===== src/rtl/rle_byte_packer.sv =====
// Pixel-to-byte packer: raw pixels or RLE records (count byte + pixel bytes MSB first); LINE_MARKER_EN adds a 0x00 after each RLE line.
// Latency: first output byte is valid the cycle after the pixel that closes a record (raw: after every pixel).
// Backpressure: o_ready drops while bytes are emitted; o_byte/o_valid hold steady while i_ready is low.
module rle_byte_packer #(
    parameter int PIXEL_WIDTH = 16,
    parameter int FRAME_WIDTH = 640,
    parameter int MAX_RUN     = 255
) (
    input  logic                   CLK,
    input  logic                   RST,
    input  logic [PIXEL_WIDTH-1:0] i_pixel,
    input  logic                   i_valid,
    output logic                   o_ready,
    input  logic                   i_mode,
    output logic [7:0]             o_byte,
    output logic                   o_valid,
    input  logic                   i_ready,
    output logic                   o_line_done
);

    localparam int          NB      = PIXEL_WIDTH / 8;
    localparam logic [1:0]  LAST_B  = 2'(NB - 1);
    localparam int          CW      = (FRAME_WIDTH > 1) ? $clog2(FRAME_WIDTH) : 1;
    localparam logic [CW-1:0] LAST_COL = CW'(FRAME_WIDTH - 1);
    localparam logic [7:0]  MAX_CNT = 8'(MAX_RUN);
`ifdef LINE_MARKER_EN
    localparam bit          MARKER  = 1'b1;
`else
    localparam bit          MARKER  = 1'b0;
`endif

    typedef enum logic [2:0] {
        IDLE      = 3'd0,
        ACCUM     = 3'd1,
        EMIT_CNT  = 3'd2,
        EMIT_PIX  = 3'd3,
        EMIT_MARK = 3'd4
    } state_t;

    state_t                 state, state_n;
    logic [CW-1:0]          col, col_n;
    logic                   line_mode, line_mode_n;
    logic [PIXEL_WIDTH-1:0] run_pix, run_pix_n;   // also the byte shifter for the pixel being emitted
    logic [7:0]             run_cnt, run_cnt_n;
    logic                   pend_vld, pend_vld_n;
    logic [PIXEL_WIDTH-1:0] pend_pix, pend_pix_n;
    logic                   eol, eol_n;
    logic [1:0]             bidx, bidx_n;
    logic                   done_n;
    logic                   cur_mode;
    logic                   last_col;

    // State and datapath registers; reset drops any held run or partial line.
    always_ff @(posedge CLK) begin
        if (RST) begin
            state       <= IDLE;
            col         <= '0;
            line_mode   <= 1'b0;
            run_pix     <= '0;
            run_cnt     <= 8'd0;
            pend_vld    <= 1'b0;
            pend_pix    <= '0;
            eol         <= 1'b0;
            bidx        <= 2'd0;
            o_line_done <= 1'b0;
        end else begin
            state       <= state_n;
            col         <= col_n;
            line_mode   <= line_mode_n;
            run_pix     <= run_pix_n;
            run_cnt     <= run_cnt_n;
            pend_vld    <= pend_vld_n;
            pend_pix    <= pend_pix_n;
            eol         <= eol_n;
            bidx        <= bidx_n;
            o_line_done <= done_n;
        end
    end

    // Next-state, run accumulation and byte output selection.
    always_comb begin
        state_n     = state;
        col_n       = col;
        line_mode_n = line_mode;
        run_pix_n   = run_pix;
        run_cnt_n   = run_cnt;
        pend_vld_n  = pend_vld;
        pend_pix_n  = pend_pix;
        eol_n       = eol;
        bidx_n      = bidx;
        done_n      = 1'b0;
        cur_mode    = (col == '0) ? i_mode : line_mode;
        last_col    = (col == LAST_COL);

        o_ready = (state == IDLE) || (state == ACCUM);
        o_valid = (state == EMIT_CNT) || (state == EMIT_PIX) || (state == EMIT_MARK);
        case (state)
            EMIT_CNT: o_byte = run_cnt;
            EMIT_PIX: o_byte = run_pix[PIXEL_WIDTH-1 -: 8];
            default:  o_byte = 8'h00;
        endcase

        // Pixel intake: the mode is only taken from i_mode at column 0.
        if (o_ready && i_valid) begin
            line_mode_n = cur_mode;
            col_n       = last_col ? '0 : col + CW'(1);
            eol_n       = last_col;
            if (!cur_mode) begin
                run_pix_n = i_pixel;
                bidx_n    = 2'd0;
                state_n   = EMIT_PIX;
            end else if (state == IDLE) begin
                run_pix_n = i_pixel;
                run_cnt_n = 8'd1;
                state_n   = last_col ? EMIT_CNT : ACCUM;
            end else if ((i_pixel == run_pix) && (run_cnt < MAX_CNT)) begin
                run_cnt_n = run_cnt + 8'd1;
                state_n   = last_col ? EMIT_CNT : ACCUM;
            end else begin
                pend_vld_n = 1'b1;
                pend_pix_n = i_pixel;
                state_n    = EMIT_CNT;
            end
        end

        // Byte emission: advance only when the byte is taken downstream.
        if (o_valid && i_ready) begin
            case (state)
                EMIT_CNT: begin
                    bidx_n  = 2'd0;
                    state_n = EMIT_PIX;
                end
                EMIT_PIX: begin
                    run_pix_n = run_pix << 8;
                    bidx_n    = bidx + 2'd1;
                    if (bidx == LAST_B) begin
                        if (line_mode && pend_vld) begin
                            run_pix_n  = pend_pix;
                            run_cnt_n  = 8'd1;
                            pend_vld_n = 1'b0;
                            state_n    = eol ? EMIT_CNT : ACCUM;
                        end else if (eol && line_mode && MARKER) begin
                            state_n = EMIT_MARK;
                        end else if (eol) begin
                            eol_n   = 1'b0;
                            done_n  = 1'b1;
                            state_n = IDLE;
                        end else begin
                            state_n = IDLE;
                        end
                    end
                end
                EMIT_MARK: begin
                    eol_n   = 1'b0;
                    done_n  = 1'b1;
                    state_n = IDLE;
                end
                default: ;
            endcase
        end
    end

endmodule


===== config.mk =====
export PLATFORM = sky130hd
export DESIGN_NAME = rle_byte_packer
export DESIGN_NICKNAME = d
export VERILOG_FILES = /design/src/rtl/rle_byte_packer.sv
export SDC_FILE = /design/constraint.sdc
export NUM_CORES = 1
export LEC_CHECK = 0
export ABC_AREA = 1
export CORE_ASPECT_RATIO = 1.75
export CORE_MARGIN = 3
export CORE_UTILIZATION = 30
export CTS_CLUSTER_DIAMETER = 200
export DETAILED_ROUTE_END_ITERATION = 7
export PLACE_DENSITY_LB_ADDON = 0.12
export RECOVER_POWER = 25
export REMOVE_ABC_BUFFERS = 1
export SYNTH_ARGS = -nofsm -noshare
export SYNTH_HDL_FRONTEND = slang
export SYNTH_SLANG_ARGS = --single-unit

===== constraint.sdc =====
create_clock -name CLK -period 1.7 [get_ports CLK]
set_input_delay 0.34 -clock CLK [delete_from_list [all_inputs] [get_ports CLK]]
set_output_delay 0.34 -clock CLK [all_outputs]
set_load 0.1 [all_outputs]

# == After elaboration in Yosys (flattened, before gate mapping) ==
# Cells that the tools add are included.
# Widths: inputs -> output; s select.
# totals
wordCells,85
input_bits,21
output_inout_bits,11
reg_bits,59
# op_classes
add_sub_neg,3
reduce_logical,11
mux,50
magnitude_cmp,1
bitwise,3
n_eq_ne,7
# op_table
op,count
$mux 16,7
$mux 8,8
$mux 2,9
$mux 1,17
$eq 16x16->1,1
$pmux 8 s2,1
$add 10x1->10 const B,1
$eq 10x10->1 const B,1
$logic_not 10->1,1
$mux 10,1
$mux 3,3
$pmux 3 s3,1
$add 8x1->8 const B,1
$lt 8x8->1 const B,1
$eq 3x2->1 const B,2
$logic_and 1x1->1,4
$pmux 1 s2,2
$pmux 2 s2,1
$reduce_and 4->1,1
$eq 3x1->1 const B,1
$eq 3x3->1 const B,1
$logic_not 3->1,1
$logic_or 1x1->1,3
$not 1->1,3
3 further kinds,3

# == Longest topological paths before layout ==
# Gate-level depths: netlist of run 1.
# logic_depth
ltp_word,10
depth_mapped,13
depth_no_buf,13

# == Worst setup path before layout of run 1 ==
# OpenSTA, ideal clock, no wires.
# synth_path
path_kind,register to output
from,register state[0]
to,output port o_byte[0]
n_path_buf,1
required_time_ns,1.360
arrival_time_ns,2.806
setup_slack_ns,-1.446
stages_incl_launch_ff,5
path_cell_list,dfxtp_1 > inv_2 > nand3_1 > clkbuf_1 > o21ai_0
# synth_between
elab_chain_cells,2
elab_cells_between_ends,3
classes_between,eq/ne (2); mux (1)
# synth_lines
item,line_no,source
"start, declared",40,"state_t state, state_n;"
"start signal, assigned",67,state <= state_n;
$eq 3x2->1,97,case (state)
$pmux 8 s2 *,97,
"end, declared",15,"output logic [7:0] o_byte,"
# Mark *: on every way between the ends. The rest lies on a longest branch, timed or not.

# == Worst setup path after layout of run 1 ==
# layout_path
from,register col[1]
to,register run_cnt[0]
# layout_between
elab_chain_cells,8
# layout_lines
item,line_no,source
"start, declared",41,"logic [CW-1:0] col, col_n;"
"start signal, assigned",68,col <= col_n;
$logic_not 10->1 *,92,cur_mode = (col == '0) ? i_mode : line_mode;
$mux 1 *,92,
$mux 8 *,108,if (!cur_mode) begin
$mux 8 *,104,if (o_ready && i_valid) begin
$mux 8,137,if (line_mode && pend_vld) begin
$mux 8,136,if (bidx == LAST_B) begin
$mux 8,128,case (state)
$mux 8 *,127,if (o_valid && i_ready) begin
"end signal, assigned",71,run_cnt <= run_cnt_n;
"end, declared",44,"logic [7:0] run_cnt, run_cnt_n;"
# Marks and branches as above.
# A chain may end at the register's enable or synchronous reset.

==> flow_summary.json, run 1 <==
{
  "seqCellArea_sq_um": 1215,
  "seq_area_frac_synth_pct": 35.00,
  "synth_top_area_share_pct": 35.00,
  "grt_max_degree": 23,
  "fin_util_pct": 54.83,
  "cts_sinks": 59,
  "finalHoldViolations": 0,
  "core_area_sq_um": 10820,
  "fmax_mhz": 539.4,
  "period_share_pct": 109.1,
  "ys_top_cells_by_area": "dfxtp_1 (35%), nand2_1 (13%), inv_1 (8.3%)",
  "wl_per_cell_um": 15.95,
  "multi_input_area_sq_um": 2490,
  "setup_ws_ns": -0.1540,
  "root_buffer": "clkbuf_16",
  "p_per_area_nw_per_um2": 1421,
  "ys_top_cells_by_count": "nand2_1 (113), inv_1 (75), dfxtp_1 (59), nor2_1 (44), nand3_1 (42)",
  "clk_path_buf_depth": 2,
  "grt_usage_pct": 19.28,
  "final_layout_size_suffix_gt1_share_pct": 46.19,
  "ir_drop_mv": 0.7938,
  "max-slew-margin-rel_pct": 63.85,
  "yosys_warnings": 0,
  "period_needed_ns": 1.854,
  "synth_top_area_cell": "dfxtp_1",
  "syn_inst": 507,
  "ant_nets": 0,
  "dr.first_iter.drc_count": 145,
  "cap_viol_max_count": 0,
  "core.rowCount": 50,
  "start_kind": "flip-flop",
  "critPathBufInv": 4,
  "crit_arrival_ns": 2.09,
  "crit_family": "simple AND/OR/NAND/NOR gates",
  "synth-seq-cells": 59,
  "die_area_sq_um": 12610,
  "min_path_type": "input port to flip-flop",
  "dr_total_vias": 3772,
  "critPathMaxStageDelay_ns": 0.34,
  "cp_slowest_cell": "dfxtp_2",
  "drv_slew": 0,
  "run_status": "finished, violations left",
  "initial_core_util_pct": 31.18,
  "leakage_nw": 2.691,
  "tightest_slew_ns": 0.5445,
  "synthesis.area_sq_um": 3374,
  "synth.distinct_cells": 43,
  "pre_cts_ws_ns": -0.5104,
  "power_w": 0.008434,
  "grt.overflow.total": 0,
  "crit_chain": "inv_2 -> ha_4 -> nor3b_4 -> buf_4 -> nand3b_4 -> nand3_4 -> nor2_4 -> buf_6 -> nand2_2 -> nand2_1 -> nand3b_1 -> nand2_1 -> inv_1",
  "grt_pass1_wl_um": 18640,
  "place.gp.congestion": 0.8232,
  "clkSlewWorstSetupHoldPaths_ns": 0.05,
  "ctsHoldBuffers": 0,
  "cp.required_ns": 1.93,
  "synth-edff-count": 0,
  "fin_nets": 663,
  "ys.flop_type": "dfxtp_1",
  "async_flop_share_pct": 0,
  "fill_cells": 1002,
  "critPathKind": "flip-flop to flip-flop",
  "cpMostUsedCell": "nand2_1",
  "die_h_um": 146.3,
  "violations": "negative setup slack",
  "cts_tree": "built",
  "grt_pass1_vias": 3671,
  "htreeDepth": 3,
  "worstSkewPairLatency_ns": 0.34,
  "fin_worst_skew_ns": 0.005088,
  "via_per_inst": 4.880,
  "rsz0062_at_grt": "true",
  "cp-end-kind": "flip-flop",
  "drt_wl_total_um": 12330,
  "numCtsBuffers": 9,
  "drc": 0,
  "avgSynthCellArea_sq_um": 6.656,
  "hpwl_um": 7932,
  "ios": 32,
  "antenna_found_initial": 0,
  "synthToLayoutAreaGrowth_pct": 75.86,
  "setup_viol": 49,
  "yosys.cell_count.top_type": "nand2_1",
  "diodes": 0,
  "die_x_um": 86.17,
  "dr.pass1.iters": 4,
  "worstPathMaxFanout": 5,
  "numPortBuffers": 31
}
[where the power goes]
group	internal, W	switching (W)
logic	0.00200	0.00242
clock network	0.00135	0.000673
registers	0.00170	0.000283
total	0.00505	0.00338
[flip-flops by register name, indices dropped and copies added, names as in the netlist]
register	cells
pend_pix	16
run_pix	16
col	10
run_cnt	8
state	3
bidx	2
eol	1
line_mode	1
o_line_done	1
pend_vld	1
[metrics by stage]
stage | TNS, ns | instance area (sq um) | hold WS [ns] | std cells
3_3_place_gp | -13.41 | 4384 | 0.4431 | 719
2_1_floorplan | -19.85 | 3278 | 0.4091 | 490
3_5_place_dp | -14.28 | 4384 | 0.4479 | 719
5_1_grt | -6.531 | 5934 | 0.4143 | 773
6_report | -3.333 | 5934 | 0.3824 | 773
4_1_cts | -1.778 | 5379 | 0.4561 | 755
[kinds of logic after synthesis]
kind of cell	after synthesis	share of synthesized area (%)
xor gates and xnor gates	10	2.596
DFF	59	35.00
buffers and inverters	100	12.16
and+or+nand+nor	231	31.70
adders and majority gates	4	1.483
AOI/OAI and AO/OA	103	17.06
[timing repair]
item                       4_1_cts  5_1_grt
gates cloned                     5        0
resized for setup              137      124
buffers inserted                16       23
setup endpoints to repair       53       58
pin swaps                       29       50
[worst register-to-register path: stages, from the launching register on]
cell and delay [ns]:
dfxtp_2 0.34, inv_2 0.05, ha_4 0.15, nor3b_4 0.15
buf_4 0.14, nand3b_4 0.10, nand3_4 0.17, nor2_4 0.22
buf_6 0.15, nand2_2 0.04, nand2_1 0.05, nand3b_1 0.07
nand2_1 0.07, inv_1 0.04
[placed cells by master (no fill, tap or decap), drive strengths merged, types with 2 or more instances in the layout]
| cell | count |
|---|---|
| nand4 | 4 |
| nand3b | 2 |
| o21ai | 50 |
| nand2 | 120 |
| nor3 | 7 |
| o22ai | 5 |
| clkinv | 4 |
| dfxtp | 59 |
| nor3b | 2 |
| a21boi | 2 |
| dlymetal6s2s | 5 |
| nand3 | 47 |
| ha | 4 |
| a21oi | 38 |
| bufinv | 2 |
| nor2 | 50 |
| xnor2 | 7 |
| xor2 | 3 |
| clkbuf | 13 |
| o211ai | 3 |
| clkdlybuf4s50 | 4 |
| dlygate4sd2 | 11 |
| buf | 111 |
| inv | 82 |
[path summary, 6_finish.rpt]
check	from	end	slack, ns	cells past startpoint
max	col[1]	run_cnt[0]	-0.15	13
min	i_pixel[8]	pend_pix[8]	0.38	3
max reg2reg	col[1]	run_cnt[0]	-0.15	13
min reg2reg	pend_pix[15]	pend_pix[15]	0.46	2
[layer usage]
| layer | up-vias | part of all wire (%) | global-route usage (%) | wire (um) |
|---|---|---|---|---|
| li1 | 1896 | - | - | - |
| met1 | 1786 | 36 | 19.67 | 4472 |
| met2 | 62 | 58 | 36.44 | 7167 |
| met3 | 28 | 1.9 | 2.202 | 240 |
| met4 | 0 | 3.6 | 11.00 | 450 |
| met5 | - | 0 | 0 | 0 |
[final cells by class]
| cell class | count | share of cell area, % |
|---|---|---|
| clock buffers | 11 | 4.259 |
| clock inverters | 5 | 1.265 |
| inverters | 83 | 5.756 |
| multi-input cells | 352 | 41.96 |
| flip-flops and latches | 59 | 20.47 |
| well taps | 130 | 2.741 |
| repair buffers | 133 | 23.55 |
No activity file was read; power rests on OpenSTA's default activity.
==> run 2, diff against run 1 <==
ABC_CLOCK_PERIOD_IN_PS = 1700   (was default)
GPL_ROUTABILITY_DRIVEN = 0   (was default)
==> results of run 2 <==
No change in the layout: final DEF, timing and power equal those of run 1.
